`src/rtl/i2c_master.sv`:
```
// Byte-level I2C master: one START, address byte, single write or read data
// byte, then STOP. Drives open-drain tri-state controls (1 = release line) and
// senses the real line levels for ACK, read data and clock stretching.
module i2c_master #(
  parameter int CLK_DIV = 125
) (
  input  logic       I_CLK,
  input  logic       I_RESET,
  input  logic       I_START,
  input  logic       I_RW,
  input  logic [6:0] I_ADDR,
  input  logic [7:0] I_WDATA,
  input  logic       I_SDA_IN,
  input  logic       I_SCL_IN,
  output logic       O_SDA_T,
  output logic       O_SCL_T,
  output logic       O_BUSY,
  output logic       O_DONE,
  output logic       O_ACK_ERR,
  output logic [7:0] O_RDATA
);

  localparam int CNT_W = (CLK_DIV > 1) ? $clog2(CLK_DIV) : 1;
  localparam logic [CNT_W-1:0] TICK_AT = CNT_W'(CLK_DIV - 1);

  localparam logic [3:0] S_IDLE  = 4'd0;
  localparam logic [3:0] S_START = 4'd1;
  localparam logic [3:0] S_ADDR  = 4'd2;
  localparam logic [3:0] S_AACK  = 4'd3;
  localparam logic [3:0] S_WR    = 4'd4;
  localparam logic [3:0] S_WACK  = 4'd5;
  localparam logic [3:0] S_RD    = 4'd6;
  localparam logic [3:0] S_MNACK = 4'd7;
  localparam logic [3:0] S_STOP  = 4'd8;
  localparam logic [3:0] S_DONE  = 4'd9;

  logic [3:0]       state, state_n;
  logic [1:0]       phase, phase_n;
  logic [CNT_W-1:0] cnt, cnt_n;
  logic [2:0]       bit_cnt, bit_n;
  logic [7:0]       tx_sr, tx_n;
  logic [7:0]       rx_sr, rx_n;
  logic [7:0]       wdata_q;
  logic             rw_q;
  logic             ack_n;
  logic [7:0]       rdata_n;
  logic             accept;
  logic             tick;

  // Line controls {scl_t, sda_t} for the state/phase being entered, so the
  // pins change on the same edge the FSM enters that phase.
  function automatic logic [1:0] line_drive(input logic [3:0] st,
                                            input logic [1:0] ph,
                                            input logic       b);
    logic [1:0] r;
    logic       scl_hi;
    scl_hi = (ph == 2'd1) || (ph == 2'd2);
    r = 2'b11;
    case (st)
      S_START: begin
        case (ph)
          2'd0:    r = 2'b11;
          2'd3:    r = 2'b00;
          default: r = 2'b10;
        endcase
      end
      S_ADDR, S_WR:                 r = {scl_hi, b};
      S_AACK, S_WACK, S_RD, S_MNACK: r = {scl_hi, 1'b1};
      S_STOP: begin
        case (ph)
          2'd0:    r = 2'b00;
          2'd3:    r = 2'b11;
          default: r = 2'b10;
        endcase
      end
      default: r = 2'b11;
    endcase
    return r;
  endfunction

  assign accept = (state == S_IDLE) && !O_DONE && I_START;
  assign tick   = (cnt == TICK_AT);

  // Next-state logic: tick counter, phase sequencing, shifting and ACK sampling
  always_comb begin
    state_n = state;
    phase_n = phase;
    cnt_n   = cnt;
    bit_n   = bit_cnt;
    tx_n    = tx_sr;
    rx_n    = rx_sr;
    ack_n   = O_ACK_ERR;
    rdata_n = O_RDATA;
    case (state)
      S_IDLE: begin
        cnt_n   = '0;
        phase_n = 2'd0;
        if (accept) begin
          state_n = S_START;
          tx_n    = {I_ADDR, I_RW};
          bit_n   = 3'd0;
          ack_n   = 1'b0;
        end
      end
      S_DONE: begin
        state_n = S_IDLE;
        cnt_n   = '0;
        phase_n = 2'd0;
        if (rw_q && !O_ACK_ERR) rdata_n = rx_sr;
      end
      default: begin
        if (phase == 2'd1 && !I_SCL_IN) begin
          // slave is stretching SCL: hold the phase until the line rises
          cnt_n = '0;
        end else if (tick) begin
          cnt_n   = '0;
          phase_n = phase + 2'd1;
          if (phase == 2'd2) begin
            if (state == S_RD) rx_n = {rx_sr[6:0], I_SDA_IN};
            if ((state == S_AACK || state == S_WACK) && I_SDA_IN) ack_n = 1'b1;
          end
          if (phase == 2'd3) begin
            case (state)
              S_START: begin
                state_n = S_ADDR;
                bit_n   = 3'd0;
              end
              S_ADDR, S_WR: begin
                tx_n = {tx_sr[6:0], 1'b0};
                if (bit_cnt == 3'd7) state_n = (state == S_ADDR) ? S_AACK : S_WACK;
                else bit_n = bit_cnt + 3'd1;
              end
              S_AACK: begin
                bit_n = 3'd0;
                if (O_ACK_ERR)  state_n = S_STOP;
                else if (rw_q)  state_n = S_RD;
                else begin
                  state_n = S_WR;
                  tx_n    = wdata_q;
                end
              end
              S_RD: begin
                if (bit_cnt == 3'd7) state_n = S_MNACK;
                else bit_n = bit_cnt + 3'd1;
              end
              S_WACK, S_MNACK: state_n = S_STOP;
              S_STOP:          state_n = S_DONE;
              default:         state_n = S_IDLE;
            endcase
          end
        end else begin
          cnt_n = cnt + 1'b1;
        end
      end
    endcase
  end

  // Control state and registered outputs
  always_ff @(posedge I_CLK) begin
    if (I_RESET) begin
      state     <= S_IDLE;
      phase     <= 2'd0;
      cnt       <= '0;
      bit_cnt   <= 3'd0;
      O_SDA_T   <= 1'b1;
      O_SCL_T   <= 1'b1;
      O_BUSY    <= 1'b0;
      O_DONE    <= 1'b0;
      O_ACK_ERR <= 1'b0;
      O_RDATA   <= 8'h00;
    end else begin
      state                <= state_n;
      phase                <= phase_n;
      cnt                  <= cnt_n;
      bit_cnt              <= bit_n;
      {O_SCL_T, O_SDA_T}   <= line_drive(state_n, phase_n, tx_n[7]);
      O_BUSY               <= (state_n != S_IDLE);
      O_DONE               <= (state == S_DONE);
      O_ACK_ERR            <= ack_n;
      O_RDATA              <= rdata_n;
    end
  end

  // Datapath shift registers and captured request fields
  always_ff @(posedge I_CLK) begin
    tx_sr <= tx_n;
    rx_sr <= rx_n;
    if (accept) begin
      wdata_q <= I_WDATA;
      rw_q    <= I_RW;
    end
  end

endmodule

```
`config.mk`:
```
export PLATFORM = sky130hd
export DESIGN_NAME = i2c_master
export DESIGN_NICKNAME = d
export VERILOG_FILES = /design/src/rtl/i2c_master.sv
export SDC_FILE = /design/constraint.sdc
export NUM_CORES = 1
export LEC_CHECK = 0
export BUFFER_PORTS_ARGS = -buffer_cell sky130_fd_sc_hd__buf_2
export CORE_MARGIN = 10
export CORE_UTILIZATION = 55
export DETAILED_ROUTE_END_ITERATION = 8
export PLACE_DENSITY = 0.88
export SYNTH_ARGS = -nofsm -noshare
export SYNTH_HDL_FRONTEND = slang
export SYNTH_SLANG_ARGS = --single-unit
```
`constraint.sdc`:
```
create_clock -name I_CLK -period 3.2 [get_ports I_CLK]
set_input_delay 0.48 -clock I_CLK [delete_from_list [all_inputs] [get_ports I_CLK]]
set_output_delay 0.48 -clock I_CLK [all_outputs]
set_load 0.01 [all_outputs]
```
# == Word-level counts from Yosys, hierarchy flattened ==
# Index checks and enable logic that the tools add are counted.
# word_totals
regBits,54
out_inout_bits,13
word_cells,121
# classes
n_addsub,3
n_eq_ne,30
n_mux,38
n_bitwise,3
n_reduce_logical,32
# ops
cell,n
$mux W8,6
$eq A4 B3 Y1 const B,8
$pmux W8 S2,2
$mux W4,7
$pmux W4 S6,1
$mux W3,6
$eq A4 B2 Y1 const B,4
$eq A4 B4 Y1 const B,3
$pmux W3 S2,2
$reduce_or A2 Y1,5
$ne A3 B3 Y1 const B,3
$eq A2 B2 Y1 const B,4
$eq A4 B1 Y1 const B,2
$mux W2,4
$pmux W2 S2,2
$pmux W2 S4,1
$pmux W4 S2,1
$reduce_and A8 Y1,1
$reduce_bool A2 Y1,4
$add A7 B1 Y7 const B,1
$eq A7 B7 Y1 const B,1
$reduce_and A7 Y1,1
$reduce_and A6 Y1,1
$reduce_bool A3 Y1,2
19 further kinds,34

# == Depth between registers and ports, before layout ==
# logic_depth
word_depth,11
depth_mapped,11

# == Least setup slack after synthesis ==
# Ideal clock, no wire load.
# synth_path
path_kind,reg2reg
start,register phase[0]
end,register O_SCL_T
t_arrival_ns,2.314
slack_ns,0.749
path_stages_with_launch,10
n_path_buf,1
path_cell_list,dfxtp_1 > ha_1 > inv_1 > or4_4 > buf_6 > or4b_4 > o21ai_2 > nor2_2 > a311oi_2 > o2111ai_1
# synth_via
elab_chain_len,8
elab_cells_between_ends,29
# synth_rtl
element,line_no,rtl
"start, declared",38,"logic [1:0] phase, phase_n;"
"start signal, assigned",173,phase <= phase_n;
$eq A2 B2 Y1,122,if (phase == 2'd3) begin
$mux W4,122,
$mux W4,115,end else if (tick) begin
$mux W4,112,if (phase == 2'd1 && !I_SCL_IN) begin
$pmux W4 S2,94,case (state)
$eq A4 B2 Y1 or $eq A4 B3 Y1 (tied branches),59,case (st)
$reduce_or A4 Y1 or $reduce_or A2 Y1 (tied branches),59,
$pmux W2 S4 *,59,
"end signal, assigned",176,"{O_SCL_T, O_SDA_T} <= line_drive(state_n, phase_n, tx_n[7]);"
"end, declared",16,"output logic O_SCL_T,"
# Mark *: on every way between the ends. The rest lies on a longest branch, timed or not.
# A chain may end at the register's enable or synchronous reset.

# == Worst setup path in the final report ==
# layout_path
start,register phase[1]
end,register bit_cnt[0]
# layout_via
elab_chain_len,4
elab_cells_between_ends,6
# layout_rtl
element,line_no,rtl
$eq A2 B1 Y1,112,
$logic_and A1 B1 Y1,112,
$ne A2 B2 Y1 (no source line),-,
$reduce_and A7 Y1 (no source line) *,-,
"end signal, assigned",175,bit_cnt <= bit_n;
"end, declared",40,"logic [2:0] bit_cnt, bit_n;"
# Marked as above.

==> impl_metrics.toml <==
[global_routing]
grtUsageTotal_pct = 14.7
gr-usage-met2_pct = 24.9
antenna_found_initial = 0
use_met3_pct = 3.95
use_met1_pct = 17.2
grt_max_degree = 21
busiest_layer = "met2"
overflow = 0
first_global_vias = 1974
grt_pass1_wl_um = 9210

[floorplan]
ios = 34
start_util_pct = 58.2
die-area_um2 = 7890
die_y_um = 88.8
core_um2 = 4470
num_rows = 24
die_width_um = 88.8

[placement]
port_buffers = 33
place.detailed.hpwl_um = 3980
place_congestion = 0.877
placedCellCount = 329

[clock_network]
cts_buffer_depth = 2
cts_setup_buffers = 0
clockRootBuffer = "clkbuf_8"
cts_inserted_buffers = 5
cts_hold_buf = 0
clkTransAtPathRegs_ns = 0.09
clkSinkCount = 54
clk_latency_ns = 0.30
cts_tree = "done"
cts.repair.resized = 0
htreeDepth = 2

[power]
power_density_nw_per_um2 = 414
pwr-share-seq_pct = 63.0
ir_drop_mv = 0.183
power_frac_comb_pct = 6.8
leakage_nw = 1.19
power_frac_clock_pct = 30.2
p_sw_share_pct = 22.7
switching_power_mw = 0.272
total_power_mw = 1.20
p_int_mw = 0.924

[route]
viasPerCell = 5.90
vias = 1988
avgRoutedWirePerCell_um = 16.2
drt_iter0_drc = 249
drt_wl_total_um = 5460
drc = 0
ant_nets = 0
firstDrtPassIters = 5

[sta]
relSlewSlack_pct = 53.2
fmax_mhz = 368
fin_skew_ns = 0.00350
finalCritPeriodShare_pct = 84.9
worst_pin_slew_ns = 0.696
finalCriticalPeriod_ns = 2.72
rsz0062_at_grt = "false"
setup_viol = 0
setup-tns-final_ns = 0
worst_hold_slack_ns = 0.346
hold_violations = 0
slew_viol_final = 0

[synthesis]
synth_cell_types = 52
netlist_instances = 255
synth_edf_count = 24
synthArstFlopShare_pct = 0
yosysTopAreaCell = "edfxtp_1"
syn_avg_cell_area_um2 = 10.2
synth_top_flop_cell = "dfxtp_1"
synthesis.area_um2 = 2610
yosysWarnings = 0
ys_seq_elements = 54
yosysTopAreaCellShare_pct = 27.7
synthTopCellsByArea = "edfxtp_1 28%, dfxtp_1 23%, ha_1 5.8%"
synth_nets = 288
ys_seq_area_share_pct = 50.7

[layout]
drive_above_1_share_pct = 20.0
fin_nets = 317
final-seq-area_um2 = 1320
final_util_pct = 64.6
area_growth_pct = 10.9
antenna_cells = 0
finalNonFillerCells = 337
nFillCells = 351
multi_input_area_um2 = 1180

[hold_path]
min_from = "I_WDATA[7]"
min_path_type = "input port to flip-flop"

[setup_path]
required_ns = 3.44
start_kind = "flip-flop"
critical_path_class = "flip-flop to flip-flop"
worstReg2RegStart = "phase[1]"
arrival_ns = 2.95
cp_slowest_stage_delay_ns = 0.55
path_common_cell = "a21oi_1"
path_cells = "inv_1 -> ha_1 -> nor2b_1 -> nor3_1 -> o21ai_0 -> a21oi_1 -> o211ai_1 -> or4_1 -> a21oi_1"
critPathMaxFanout = 5
crit_path_start = "phase[1]"
critPathSlowestCell = "nor3_1"
crit_path_end_kind = "flip-flop"

[job]
maxCapViolCount = 0

[outcome]
status = "complete, no violations"
-- cell usage in the layout (no fill, tap or decap), types with 7 or more instances in the layout --
| cell | Yosys | final |
|---|---|---|
| nor2_1 | 31 | 31 |
| inv_1 | 13 | 13 |
| o21ai_0 | 10 | 10 |
| nor3_1 | 7 | 7 |
| nand2_1 | 19 | 19 |
| mux2i_1 | 10 | 10 |
| edfxtp_1 | 24 | 24 |
| dfxtp_1 | 30 | 30 |
| a21oi_1 | 11 | 11 |
| ha_1 | 12 | 12 |
| buf_2 | 4 | 33 |
-- critical path, delay by kind of cell, from the launching register on --
kind | cells | cell delay [ns]
buf+inv | 1 | 0.06
flops | 1 | 0.38
simple gates | 3 | 1.16
compound gates | 4 | 0.88
fa+ha+maj | 1 | 0.16
-- Yosys cell counts, drive strengths merged, types with 2 or more instances --
master,number
a22o,2
nand2,19
o21a,2
nand2b,6
a311oi,2
clkbuf,9
buf,6
edfxtp,24
dfxtp,30
nor3,7
xnor2,5
o21ai,11
inv,13
nor4,2
and3,3
nand4,4
mux2i,10
xor2,2
a21oi,11
or2,4
ha,12
nor2,32
a21o,2
nand3,4
or4,3
o211ai,3
a211oi,3
a22oi,6
nor2b,2
-- power groups by stage --
| stage | sequential [mW] | combinational [mW] | clock, mW |
|---|---|---|---|
| 3_3_place_gp | 0.768 | 0.0778 | 0 |
| 2_1_floorplan | 0.764 | 0.0535 | 0 |
| 3_5_place_dp | 0.769 | 0.0809 | 0 |
| 6_report | 0.754 | 0.0813 | 0.361 |
| 4_1_cts | 0.753 | 0.0815 | 0.370 |
| 5_1_grt | 0.757 | 0.0902 | 0.397 |
-- metrics by stage --
| stage | instance area (um2) | worst slack [ns] |
|---|---|---|
| finish | 2890 | 0.484 |
| global route | 2890 | 0.212 |
| CTS | 2890 | 0.523 |
| detailed placement | 2810 | 0.526 |
| global placement | 2810 | 0.661 |
| floorplan | 2610 | 0.749 |
-- path summary, 6_finish.rpt --
kind	to	slack, ns	cells after the start
max	bit_cnt[0]	0.48	9
min	wdata_q[7]	0.35	1
max reg2reg	bit_cnt[0]	0.48	9
min reg2reg	rx_sr[1]	0.46	0
-- per-layer routing --
metal	vias up	wire length, um
met5	-	0
met4	0	70
met3	6	412
met2	76	2770
met1	936	2200
li1	970	-
-- state kept, by name, summed over array words and instances, names as in the netlist, 2 cells and up --
| name | flops |
|---|---|
| O_RDATA | 8 |
| bit_cnt | 3 |
| state | 4 |
| tx_sr | 8 |
| phase | 2 |
| wdata_q | 8 |
| cnt | 7 |
| rx_sr | 8 |
-- cell families after synthesis --
group / share of synthesized area (%)
simple gates: 18.9
flops: 50.7
compound gates: 13.6
buf+inv: 4.51
fa+ha+maj: 6.14
mux: 3.84
xor+xnor: 2.35
-- area by class of cell --
| class | instances | area share (%) |
|---|---|---|
| clock buffer | 5 | 2.38 |
| sequential | 54 | 45.7 |
| multi-input combinational | 173 | 40.7 |
| inverter | 13 | 1.69 |
| timing repair buffer | 37 | 6.75 |
| clock inverter | 3 | 0.563 |
| tap | 52 | 2.25 |
No activity file was read; power rests on OpenSTA's default activity.
